[config.mk]
export PLATFORM = sky130hd
export DESIGN_NAME = imm_gen_pipe
export DESIGN_NICKNAME = d
export VERILOG_FILES = /design/src/rtl/imm_gen_pipe_pkg.sv /design/src/rtl/imm_gen_pipe_skid.sv /design/src/rtl/imm_gen_pipe.sv
export SDC_FILE = /design/constraint.sdc
export NUM_CORES = 1
export LEC_CHECK = 0
export ABC_CLOCK_PERIOD_IN_PS = 2100
export CAP_MARGIN = 30
export CORE_MARGIN = 1.5
export CORE_UTILIZATION = 45
export CTS_BUF_LIST = sky130_fd_sc_hd__clkbuf_2
export DETAILED_ROUTE_END_ITERATION = 6
export HOLD_SLACK_MARGIN = 0.03
export PLACE_DENSITY = 0.73
export SLEW_MARGIN = 10
export SYNTH_ARGS = -nofsm -noshare
export SYNTH_HDL_FRONTEND = slang
export SYNTH_SLANG_ARGS = --single-unit
[constraint.sdc]
create_clock -name clk -period 2.1 [get_ports clk]
set_clock_uncertainty 0.05 [all_clocks]
set_input_delay 0.42 -clock clk [delete_from_list [all_inputs] [get_ports clk]]
set_output_delay 0.42 -clock clk [all_outputs]
set_load 0.005 [all_outputs]
[src/rtl/imm_gen_pipe_pkg.sv]
// imm_gen_pipe_pkg: shared ISA constants for the immediate generator.
//   - RV opcode constants, including OP_IMM_32, OP_32 and OP_SYSTEM.
//   - imm_fmt_e: 3-bit format tag carried on out_fmt.
package imm_gen_pipe_pkg;

    localparam logic [6:0] OP_LOAD   = 7'b0000011;
    localparam logic [6:0] OP_IMM    = 7'b0010011;
    localparam logic [6:0] OP_AUIPC  = 7'b0010111;
    localparam logic [6:0] OP_IMM_32 = 7'b0011011;
    localparam logic [6:0] OP_STORE  = 7'b0100011;
    localparam logic [6:0] OP_OP     = 7'b0110011;
    localparam logic [6:0] OP_LUI    = 7'b0110111;
    localparam logic [6:0] OP_32     = 7'b0111011;
    localparam logic [6:0] OP_BRANCH = 7'b1100011;
    localparam logic [6:0] OP_JALR   = 7'b1100111;
    localparam logic [6:0] OP_JAL    = 7'b1101111;
    localparam logic [6:0] OP_SYSTEM = 7'b1110011;

    typedef enum logic [2:0] {
        IMM_FMT_NONE = 3'd0,
        IMM_FMT_I    = 3'd1,
        IMM_FMT_S    = 3'd2,
        IMM_FMT_B    = 3'd3,
        IMM_FMT_U    = 3'd4,
        IMM_FMT_J    = 3'd5,
        IMM_FMT_Z    = 3'd6
    } imm_fmt_e;

endpackage

[src/rtl/imm_gen_pipe_skid.sv]
// imm_gen_pipe_skid: 2-entry valid/ready register (output stage + skid entry).
//   clk/rst      : clock, synchronous active-high reset
//   flush        : drop all held entries and any incoming entry this cycle
//   in_valid/in_ready/in_data    : upstream handshake; in_ready = !skid_full
//   out_valid/out_ready/out_data : downstream handshake
module imm_gen_pipe_skid #(
    parameter int unsigned W = 8
) (
    input  logic         clk,
    input  logic         rst,
    input  logic         flush,
    input  logic         in_valid,
    output logic         in_ready,
    input  logic [W-1:0] in_data,
    output logic         out_valid,
    input  logic         out_ready,
    output logic [W-1:0] out_data
);

    logic         r_out_valid;
    logic [W-1:0] r_out_data;
    logic         r_skid_full;
    logic [W-1:0] r_skid_data;
    logic         w_in_hs;
    logic         w_out_free;

    assign w_in_hs    = in_valid & ~r_skid_full;
    // Output slot can be (re)loaded when empty or being drained this cycle.
    assign w_out_free = ~r_out_valid | out_ready;

    always_ff @(posedge clk) begin
        if (rst) begin
            r_out_valid <= 1'b0;
            r_out_data  <= '0;
            r_skid_full <= 1'b0;
            r_skid_data <= '0;
        end else if (flush) begin
            r_out_valid <= 1'b0;
            r_skid_full <= 1'b0;
        end else if (w_out_free) begin
            // A full skid implies in_ready=0, so no new entry competes here.
            if (r_skid_full) begin
                r_out_data  <= r_skid_data;
                r_out_valid <= 1'b1;
                r_skid_full <= 1'b0;
            end else if (w_in_hs) begin
                r_out_data  <= in_data;
                r_out_valid <= 1'b1;
            end else begin
                r_out_valid <= 1'b0;
            end
        end else if (w_in_hs) begin
            r_skid_data <= in_data;
            r_skid_full <= 1'b1;
        end
    end

    assign in_ready  = ~r_skid_full;
    assign out_valid = r_out_valid;
    assign out_data  = r_out_data;

endmodule

[src/rtl/imm_gen_pipe.sv]
// imm_gen_pipe: registered, flow-controlled RV immediate generator.
//   Decodes {in_instr, in_pc} and emits sign-extended immediate, format tag,
//   illegal flag and pc one cycle after the input handshake.
//   clk, rst (sync active-high), flush
//   in_valid/in_ready/in_instr[31:0]/in_pc[PC_W-1:0]
//   out_valid/out_ready/out_imm[XLEN-1:0]/out_fmt[2:0]/out_illegal/out_pc
//   Optional: define IMM_GEN_ZICSR_EN to decode SYSTEM as I / Z (CSR imm).
module imm_gen_pipe
    import imm_gen_pipe_pkg::*;
#(
    parameter int unsigned XLEN = 32,
    parameter int unsigned PC_W = XLEN
) (
    input  logic            clk,
    input  logic            rst,
    input  logic            flush,
    input  logic            in_valid,
    output logic            in_ready,
    input  logic [31:0]     in_instr,
    input  logic [PC_W-1:0] in_pc,
    output logic            out_valid,
    input  logic            out_ready,
    output logic [XLEN-1:0] out_imm,
    output logic [2:0]      out_fmt,
    output logic            out_illegal,
    output logic [PC_W-1:0] out_pc
);

    localparam int unsigned PAY_W = XLEN + 3 + 1 + PC_W;

    imm_fmt_e          w_fmt;
    logic              w_illegal;
    logic [XLEN-1:0]   w_imm;
    logic [PAY_W-1:0]  w_in_data;
    logic [PAY_W-1:0]  w_out_data;

    always_comb begin
        w_fmt     = IMM_FMT_NONE;
        w_illegal = 1'b0;
        case (in_instr[6:0])
            OP_IMM, OP_LOAD, OP_JALR: w_fmt = IMM_FMT_I;
            OP_IMM_32: begin
                if (XLEN == 64) w_fmt = IMM_FMT_I;
                else            w_illegal = 1'b1;
            end
            OP_STORE:          w_fmt = IMM_FMT_S;
            OP_BRANCH:         w_fmt = IMM_FMT_B;
            OP_LUI, OP_AUIPC:  w_fmt = IMM_FMT_U;
            OP_JAL:            w_fmt = IMM_FMT_J;
            OP_OP, OP_32: begin
                w_fmt = IMM_FMT_NONE;
            end
            OP_SYSTEM: begin
`ifdef IMM_GEN_ZICSR_EN
                // funct3[2] selects the immediate CSR forms (uimm in rs1 field).
                w_fmt = in_instr[14] ? IMM_FMT_Z : IMM_FMT_I;
`else
                w_fmt = IMM_FMT_NONE;
`endif
            end
            default: w_illegal = 1'b1;
        endcase
    end

    always_comb begin
        w_imm = '0;
        case (w_fmt)
            IMM_FMT_I: w_imm = {{(XLEN-12){in_instr[31]}}, in_instr[31:20]};
            IMM_FMT_S: w_imm = {{(XLEN-12){in_instr[31]}}, in_instr[31:25], in_instr[11:7]};
            IMM_FMT_B: w_imm = {{(XLEN-12){in_instr[31]}}, in_instr[7], in_instr[30:25],
                                in_instr[11:8], 1'b0};
            // Sign taken from bit 31 so the fill is non-empty even for XLEN=32.
            IMM_FMT_U: w_imm = {{(XLEN-31){in_instr[31]}}, in_instr[30:12], 12'h000};
            IMM_FMT_J: w_imm = {{(XLEN-20){in_instr[31]}}, in_instr[19:12], in_instr[20],
                                in_instr[30:21], 1'b0};
            IMM_FMT_Z: w_imm = {{(XLEN-5){1'b0}}, in_instr[19:15]};
            default:   w_imm = '0;
        endcase
    end

    assign w_in_data = {w_imm, w_fmt, w_illegal, in_pc};

    imm_gen_pipe_skid #(
        .W (PAY_W)
    ) u_skid (
        .clk       (clk),
        .rst       (rst),
        .flush     (flush),
        .in_valid  (in_valid),
        .in_ready  (in_ready),
        .in_data   (w_in_data),
        .out_valid (out_valid),
        .out_ready (out_ready),
        .out_data  (w_out_data)
    );

    assign {out_imm, out_fmt, out_illegal, out_pc} = w_out_data;

endmodule
==> results of run 1 <==
[synth_stat cells (7+ instances only)]
| library cell | number | area share |
|---|---|---|
| a211o_1 | 8 | 0.012 |
| a211oi_1 | 59 | 0.076 |
| a21oi_1 | 62 | 0.053 |
| a32o_1 | 11 | 0.019 |
| buf_2 | 25 | 0.022 |
| clkbuf_1 | 25 | 0.016 |
| dfxtp_1 | 138 | 0.48 |
| mux2i_1 | 33 | 0.057 |
| nand2_1 | 122 | 0.079 |
| nand2b_1 | 15 | 0.016 |
| nand3_1 | 20 | 0.017 |
| nor2_1 | 78 | 0.050 |
| nor3_1 | 11 | 0.0095 |
| o21ai_0 | 7 | 0.0060 |
[power by group through the flow]
stage	Clock [mW]	Combinational [mW]	Sequential, mW
floorplan	0	0.253	2.79
global placement	0	0.642	2.79
detailed placement	0	0.656	2.79
CTS	1.32	0.649	2.74
global route	1.41	0.711	2.75
finish	1.29	0.655	2.75
[area by class of cell]
| cell class | count | area, µm² | area share |
|---|---|---|---|
| inverters | 5 | 22.52 | 0.002829 |
| well taps | 172 | 215.2 | 0.02703 |
| flip-flops and latches | 138 | 2848 | 0.3577 |
| clock inverters | 6 | 53.80 | 0.006758 |
| multi-input cells | 482 | 2785 | 0.3498 |
| clock buffers | 21 | 105.1 | 0.01320 |
| repair buffers | 199 | 1932 | 0.2427 |
[cell families (layout without fill, tap and decap cells)]
family                 Yosys count  in the layout  synth area share
AOI/OAI and AO/OA              177            177            0.2132
buffers and inverters           62            231           0.04614
muxes                           33             33           0.05692
DFF                            138            138            0.4761
and+or+nand+nor                272            272            0.2076
[through the flow]
step / cell area (µm²) / setup TNS, ns / std cells / power, mW
after floorplan: 5803 / 0 / 682 / 3.046
after global placement: 7580 / -6.697 / 982 / 3.431
after detailed placement: 7580 / -13.65 / 982 / 3.449
after CTS: 7807 / 0 / 1014 / 4.711
after global routing: 7961 / 0 / 1023 / 4.879
final: 7961 / 0 / 1023 / 4.688
[final timing paths]
| kind | startpoint | end | cells after the start |
|---|---|---|---|
| worst max-delay path | u_skid.out_data[66] | out_imm[30] | 1 |
| worst min-delay path | in_pc[14] | u_skid.r_skid_data[14] | 3 |
| worst max register to register | u_skid.r_skid_full | u_skid.r_skid_data[38] | 7 |
| worst min register to register | u_skid.r_skid_data[67] | u_skid.r_skid_data[67] | 2 |
[repair_timing]
item,4_1_cts,5_1_grt
gates resized for setup,91,40
endpoints found under the hold margin,1,0
hold buffers,1,0
endpoints found under the setup margin,59,35
setup buffers,4,9
[worst reg2reg max path: cells and delay by family (launching register included)]
kind	cells	cell delay [ns]
AND/OR/NAND/NOR	2	0.54
buffers and inverters	3	0.44
flip-flops	1	0.40
AO/OA/AOI/OAI	2	0.27
[routing by layer]
metal / share of wire / GRT usage / routed length [µm]
met4: 0.020 / 0.1028 / 331
met3: 0.059 / 0.05449 / 975
met2: 0.48 / 0.4141 / 8028
met5: 0 / 0 / 0
met1: 0.44 / 0.3081 / 7297
[sequential cells by signal, summed over array words and instances, names as in the netlist]
register and flops:
u_skid.out_data 68, u_skid.out_valid 1, u_skid.r_skid_data 68, u_skid.r_skid_full 1
==> run_results.csv, run 1 <==
group,metric,value,unit
run_status,run_status,"finished, final reports clean",
synth,synthesis.area,5803,µm²
drt,drt-initial-drc-count,530,
synth,synth_cells,682,
clock_network,clkSinkCount,138,
synth,ys_types,46,
drt,drc,0,
synth,ys_seq_elements,138,
placement,dp_hpwl,11170,µm
global_routing,global_route.usage.total,0.2468,
sta,tightest_slew,0.6003,ns
pwr,p_comb_frac,0.140,
hold_path,holdCritPathClass,"primary input to flip-flop",
global_routing,grt_max_degree,84,
synth,syn_nets,751,
worst_setup_path,r2r_setup_slack,0.29,ns
pwr,peakVddDrop,263.1,µV
worst_setup_path,critPathBufInv,1,
worst_setup_path,critical-path-top-delay-family,"buffers and inverters",
pwr,pwr-share-clk,0.275,
clock_network,clock_latency,0.71,ns
sta,maxSlewViolCount,0,
sta,finalCritPeriodShare,0.9636,
placement,port_buffers,138,
clock_network,htree_levels,4,
die,initial_core_util,0.4598,
drt,route.vias.total,5647,
synth,synth_enable_flop_cells,0,
finish,areaGrowthSynthToFinish,37.19,%
clock_network,clockRootBuffer,"clkbuf_2",
drt,detail_route.vias_per_cell,5.520,
synth,synth-main-ff-cell,"dfxtp_1",
finish,antenna_cells,0,
synth,yosysWarningCount,0,
placement,gp_congestion,0.8846,
die,die_x,116.6,µm
worst_setup_path,crit_fanout,2,
global_routing,gr-total-overflow,0,
sta,slew_headroom,0.5990,
die,num_rows,41,
drt,routed_wl,16630,µm
clock_network,clk_pin_slew_worst_paths,0.18,ns
finish,num-fill-cells,1126,
worst_setup_path,critPathRequiredTime,1.63,ns
flow_run,maxCapViolCount,0,
worst_setup_path,cp_slowest_cell,"clkdlybuf4s50_1",
sta,rsz0062_at_grt,"false",
placement,pre_cts_ws,-0.3244,ns
global_routing,grt_pass1_vias,5376,
sta,fin_ws,0.07645,ns
finish,drive_above_1_share,0.1998,
clock_network,cts_made_buffers,17,
die,core,12620,µm²
synth,ys_seq_area_frac,0.4761,
worst_setup_path,cp_slowest_stage_delay,0.49,ns
sta,setup_viol,0,
pwr,leakagePower,3.443,nW
pwr,power_switching_share,0.2628,
worst_setup_path,startpoint_type,"flip-flop",
clock_network,clockBufferDepth,2,
die,die_y,116.6,µm
sta,whs,0.2158,ns
die,io_pins,139,
sta,clock.fmax,494.2,MHz
synth,postSynthAreaPerCell,8.509,µm²
pwr,powerDensity,588.8,nW/µm²
worst_setup_path,path_cells,"clkdlybuf4s50_1",
pwr,power.internal,3.456,mW
global_routing,antenna_found_initial,0,
finish,nets,912,
worst_setup_path,worstSetupPathType,"flip-flop to output port",
sta,fin_crit,2.024,ns
worst_setup_path,cp-end-kind,"output port",
clock_network,cts_tree,"built",
pwr,p_seq_frac,0.586,
pwr,p_sw,1.232,mW
finish,final_cell_mix,"nand2_1, nor2_1, clkdlybuf4s50_1",
worst_setup_path,crit_arrival,1.55,ns
die,dieArea,13590,µm²
finish,final_common_cell,"nand2_1",
drt,drt_pass1_iterations,5,
drt,postRouteAntennaNets,0,
global_routing,grt_pass1_wl,26020,µm
drt,wire_per_inst,16.26,µm
finish,fin_util,0.6309,
synth,synthArstFlopShare,0,
sta,hold_viol_final,0,
No activity file was read; power rests on OpenSTA's default activity.
==> run 2, diff against run 1 <==
CORE_UTILIZATION = 51   (was 45)
PLACE_DENSITY = 0.82   (was 0.73)
==> run_results.csv, run 2 (synthesis results as in run 1) <==
group,metric,value,unit
drt,wire_per_inst,15.89,µm
hold_path,hold_end,"u_skid.r_skid_data[9]",
worst_setup_path,critPathRequiredTime,1.63,ns
pwr,p_total,4.824,mW
drt,drt-initial-drc-count,426,
clock_network,cts_tree,"built",
worst_setup_path,r2r_setup_slack,0.18,ns
worst_setup_path,cp_slowest_cell,"clkdlybuf4s50_1",
finish,final_common_cell,"nand2_1",
global_routing,grt_max_degree,83,
worst_setup_path,startpoint_type,"flip-flop",
pwr,peakVddDrop,487.7,µV
pwr,powerDensity,602.8,nW/µm²
drt,detail_route.vias_per_cell,5.641,
clock_network,htree_levels,4,
flow_run,maxCapViolCount,0,
hold_path,holdCritPathClass,"primary input to flip-flop",
sta,slew_headroom,0.6494,
worst_setup_path,path_cells,"clkdlybuf4s50_1",
die,num_rows,38,
finish,areaGrowthSynthToFinish,37.90,%
hold_path,worst_hold_startpoint,"in_pc[9]",
worst_setup_path,cp-end-kind,"output port",
worst_setup_path,rr_endpoint,"u_skid.out_data[2]",
global_routing,gr-total-overflow,0,
die,io_pins,139,
pwr,leakagePower,3.597,nW
drt,postRouteAntennaNets,0,
drt,route.vias.total,5573,
clock_network,clk_pin_slew_worst_paths,0.21,ns
global_routing,antenna_found_initial,0,
sta,clock.fmax,497.9,MHz
die,dieArea,12030,µm²
worst_setup_path,worstSetupPathType,"flip-flop to output port",
sta,finalCritPeriodShare,0.9564,
drt,routed_wl,15700,µm
sta,hold_viol_final,0,
global_routing,grt_use_met3,0.05987,
worst_setup_path,critPathBufInv,1,
die,initial_core_util,0.5284,
sta,tightest_slew,0.5254,ns
worst_setup_path,crit_arrival,1.54,ns
worst_setup_path,crit_start,"u_skid.out_data[33]",
clock_network,clockRootBuffer,"clkbuf_2",
placement,port_buffers,138,
sta,maxSlewViolCount,0,
worst_setup_path,crit_fanout,2,
hold_path,worstHoldPathCells,3,
worst_setup_path,critical-path-top-delay-family,"buffers and inverters",
finish,fin_util,0.7286,
drt,drc,0,
die,die_x,109.7,µm
global_routing,global_route.usage.total,0.2606,
clock_network,clockBufferDepth,2,
global_routing,top_usage_layer,"met2",
sta,fin_crit,2.008,ns
die,die_y,109.7,µm
drt,drt_pass1_iterations,5,
global_routing,use_met2,0.4219,
global_routing,grt_pass1_vias,5069,
worst_setup_path,cp_slowest_stage_delay,0.50,ns
global_routing,grt_util_met1,0.3403,
placement,dp_hpwl,10660,µm
clock_network,clkSinkCount,138,
placement,gp_congestion,0.9170,
clock_network,clock_latency,0.68,ns
worst_setup_path,r2r-start,"u_skid.r_skid_full",
finish,drive_above_1_share,0.2040,
finish,num-fill-cells,841,
sta,setup_viol,0,
run_status,run_status,"finished, final reports clean",
finish,antenna_cells,0,
clock_network,cts_made_buffers,17,
finish,nets,904,
global_routing,grt_pass1_wl,24430,µm
finish,final_cell_mix,"nand2_1, clkdlybuf4s50_1, nor2_1",
worst_setup_path,worstRegToRegCells,5,
die,core,10980,µm²
## run 2: changes by cell type in the layout (fill, tap and decap cells not counted), sizes merged
cell           delta
clkinv            +2
clkbuf            -3
buf               -8
clkdlybuf4s50    +15
clkinvlp          +3
dlymetal6s2s     +19
clkdlybuf4s15     -1
dlygate4sd2      -33
inv               +3
## run 2: per-stage QoR
stage / setup WS, ns / cells / hold slack [ns] / cell area, µm² / TNS [ns]
final: 0.09166 / 988 / 0.2430 / 8003 / 0
after global routing: -0.007008 / 988 / 0.1637 / 8003 / -0.02428
after CTS: 0.0005161 / 980 / 0.1878 / 7730 / 0
after detailed placement: -0.2999 / 945 / 0.3981 / 7477 / -11.71
after global placement: -0.2161 / 945 / 0.3889 / 7477 / -7.186
after floorplan: 0.3522 / 682 / 0.3816 / 5803 / 0
## run 2: worst max-delay path by stage
stage	endpoint	depth (start not counted)
after floorplan	u_skid.out_data[36]	6
after global placement	u_skid.out_data[49]	6
after detailed placement	u_skid.out_data[53]	6
after CTS	out_fmt[1]	1
after global routing	out_pc[20]	1
final	out_fmt[0]	1
## run 2: power by group
part / switching, mW / internal, mW / total [mW]
Sequential: 0.0402 / 2.71 / 2.75
Clock: 0.984 / 0.436 / 1.42
Combinational: 0.301 / 0.355 / 0.655
Total: 1.32 / 3.50 / 4.82
## run 2: routing by layer
layer / routed length, µm / vias up / part of all wire
met2: 7413 / 226 / 0.47
met4: 355 / 0 / 0.023
met5: 0 / - / 0
met3: 1144 / 32 / 0.073
li1: - / 2717 / -
met1: 6790 / 2598 / 0.43
## run 2: layout make-up
cell class	instances	area (µm²)	area share
inverter	5	22.52	0.002814
multi-input combinational	482	2798	0.3496
clock inverter	14	123.9	0.01548
sequential	138	2850	0.3562
clock buffer	18	90.09	0.01126
tap	140	175.2	0.02189
timing repair buffer	191	1943	0.2428
## run 2: repair_timing
item                       in CTS  in global routing
gates cloned                    0                  0
hold buffers                    1                  0
hold endpoints to repair       10                  0
setup buffers                   2                  8
gates resized for setup        11                112
setup endpoints to repair      10                103
==> run 3, diff against run 2 <==
CORE_UTILIZATION = 50   (was 51)
CTS_BUF_LIST = not set   (was sky130_fd_sc_hd__clkbuf_2)
PLACE_DENSITY = 0.8   (was 0.82)
TNS_END_PERCENT = 10   (was not set)
==> run_results.csv, run 3 (synthesis results as in run 1) <==
group,metric,value,unit
run_status,run_status,"finished, final reports clean",
pwr,leakagePower,2.918,nW
sta,maxSlewViolCount,0,
die,initial_core_util,0.5104,
sta,clock.fmax,508.1,MHz
clock_network,clock_latency,0.41,ns
global_routing,gr-total-overflow,0,
clock_network,clockBufferDepth,2,
drt,postRouteAntennaNets,0,
clock_network,hold_buffers,0,
drt,drt_pass1_iterations,5,
finish,areaGrowthSynthToFinish,41.44,%
finish,nets,902,
die,num_rows,39,
worst_setup_path,critPathRequiredTime,2.36,ns
finish,antenna_cells,0,
worst_setup_path,worstSetupPathType,"primary input to flip-flop",
sta,fin_crit,1.968,ns
die,io_pins,139,
sta,tightest_slew,0.5427,ns
clock_network,htree_levels,4,
drt,drt-initial-drc-count,519,
finish,drive_above_1_share,0.1194,
placement,dp_hpwl,10940,µm
sta,finalSetupTns,0,ns
clock_network,clkSinkCount,138,
placement,gp_congestion,0.9572,
drt,routed_wl,16030,µm
sta,finalCritPeriodShare,0.9371,
finish,final_cell_mix,"clkdlybuf4s50_1, dfxtp_1, nand2_1",
pwr,peakVddDrop,747.4,µV
drt,wire_per_inst,16.21,µm
global_routing,grt_pass1_wl,26670,µm
die,die_x,110.7,µm
hold_path,worst_hold_startpoint,"rst",
sta,rsz0062_at_grt,"false",
finish,fin_util,0.7219,
worst_setup_path,r2r-start,"u_skid.out_valid",
pwr,power.internal,4.936,mW
sta,slew_headroom,0.6382,
drt,detail_route.vias_per_cell,5.657,
clock_network,cts_tree,"built",
pwr,power_switching_share,0.2301,
clock_network,post_cts_buffers,0,
worst_setup_path,r2r_setup_slack,0.34,ns
global_routing,antenna_found_initial,0,
finish,num-fill-cells,829,
die,dieArea,12260,µm²
drt,drc,0,
worst_setup_path,cp-end-kind,"flip-flop",
pwr,p_comb_frac,0.103,
flow_run,maxCapViolCount,0,
sta,hold_viol_final,0,
global_routing,global_route.usage.total,0.2634,
worst_setup_path,crit_arrival,2.23,ns
sta,whs,0.3353,ns
pwr,powerDensity,781.1,nW/µm²
clock_network,clk_pin_slew_worst_paths,0.06,ns
pwr,pwr-share-clk,0.470,
pwr,p_sw,1.475,mW
sta,setup_viol,0,
global_routing,grt_max_degree,91,
worst_setup_path,crit_fanout,8,
die,die_y,110.7,µm
worst_setup_path,crit_start,"in_instr[2]",
drt,route.vias.total,5595,
clock_network,cts_made_buffers,17,
pwr,p_seq_frac,0.427,
global_routing,grt_pass1_vias,5425,
clock_network,clockRootBuffer,"clkbuf_16",
hold_path,holdCritPathClass,"primary input to flip-flop",
worst_setup_path,startpoint_type,"primary input",
die,core,11370,µm²
placement,port_buffers,138,
[run 3: cell types whose count changed in the layout (fill, tap and decap cells not counted), moves of 17 or more]
cell | previous run | this run
clkdlybuf4s50_1 | 88 | 137
dlymetal6s2s_1 | 48 | 0
clkbuf_16 | 0 | 17
clkbuf_2 | 18 | 0
dfxtp_2 | 67 | 0
dfxtp_1 | 70 | 137
[run 3: what timing repair did]
action,in CTS,in global routing
setup endpoints to repair,0,9
hold endpoints to repair,0,0
gates resized for setup,0,2
[run 3: path summary, 6_finish.rpt]
kind	end	cells past startpoint
worst min register to register	u_skid.r_skid_data[1]	2
worst min-delay path	u_skid.out_data[32]	4
worst max-delay path	u_skid.out_data[37]	6
worst max register to register	u_skid.out_data[42]	5
[run 3: power groups by stage]
stage | clock (mW) | sequential [mW] | combinational [mW]
2_1_floorplan | 0 | 2.79 | 0.253
3_3_place_gp | 0 | 2.79 | 0.637
3_5_place_dp | 0 | 2.79 | 0.654
4_1_cts | 3.05 | 2.74 | 0.659
5_1_grt | 3.18 | 2.74 | 0.715
6_report | 3.01 | 2.74 | 0.663
[run 3: critical path, stage by stage]
cell             delay (ns)
clkdlybuf4s50_1        0.55
nand4bb_1              0.31
or3_4                  0.39
o21ai_4                0.11
nand3_1                0.17
a311oi_2               0.29
[run 3: per-layer routing]
layer | part of all wire | up-vias | GRT usage
li1 | - | 2715 | -
met5 | 0 | - | 0
met2 | 0.49 | 219 | 0.4453
met3 | 0.056 | 18 | 0.05194
met4 | 0.015 | 0 | 0.07692
met1 | 0.44 | 2643 | 0.3423
[run 3: layout make-up]
| cell class | count | area (µm²) | share of cell area |
|---|---|---|---|
| flip-flops and latches | 138 | 2766 | 0.3370 |
| inverters | 5 | 18.77 | 0.002287 |
| repair buffers | 189 | 1849 | 0.2253 |
| clock inverters | 13 | 168.9 | 0.02058 |
| multi-input cells | 482 | 2793 | 0.3402 |
| clock buffers | 19 | 432.9 | 0.05274 |
| well taps | 143 | 178.9 | 0.02180 |
[run 3: metrics by stage]
stage	total power [mW]	std cells	setup slack, ns	area [µm²]
2_1_floorplan	3.046	682	0.3522	5803
3_3_place_gp	3.425	957	-0.1974	7599
3_5_place_dp	3.446	957	-0.3561	7599
4_1_cts	6.449	989	0.06643	8200
5_1_grt	6.634	989	0.04235	8208
6_report	6.411	989	0.1320	8208
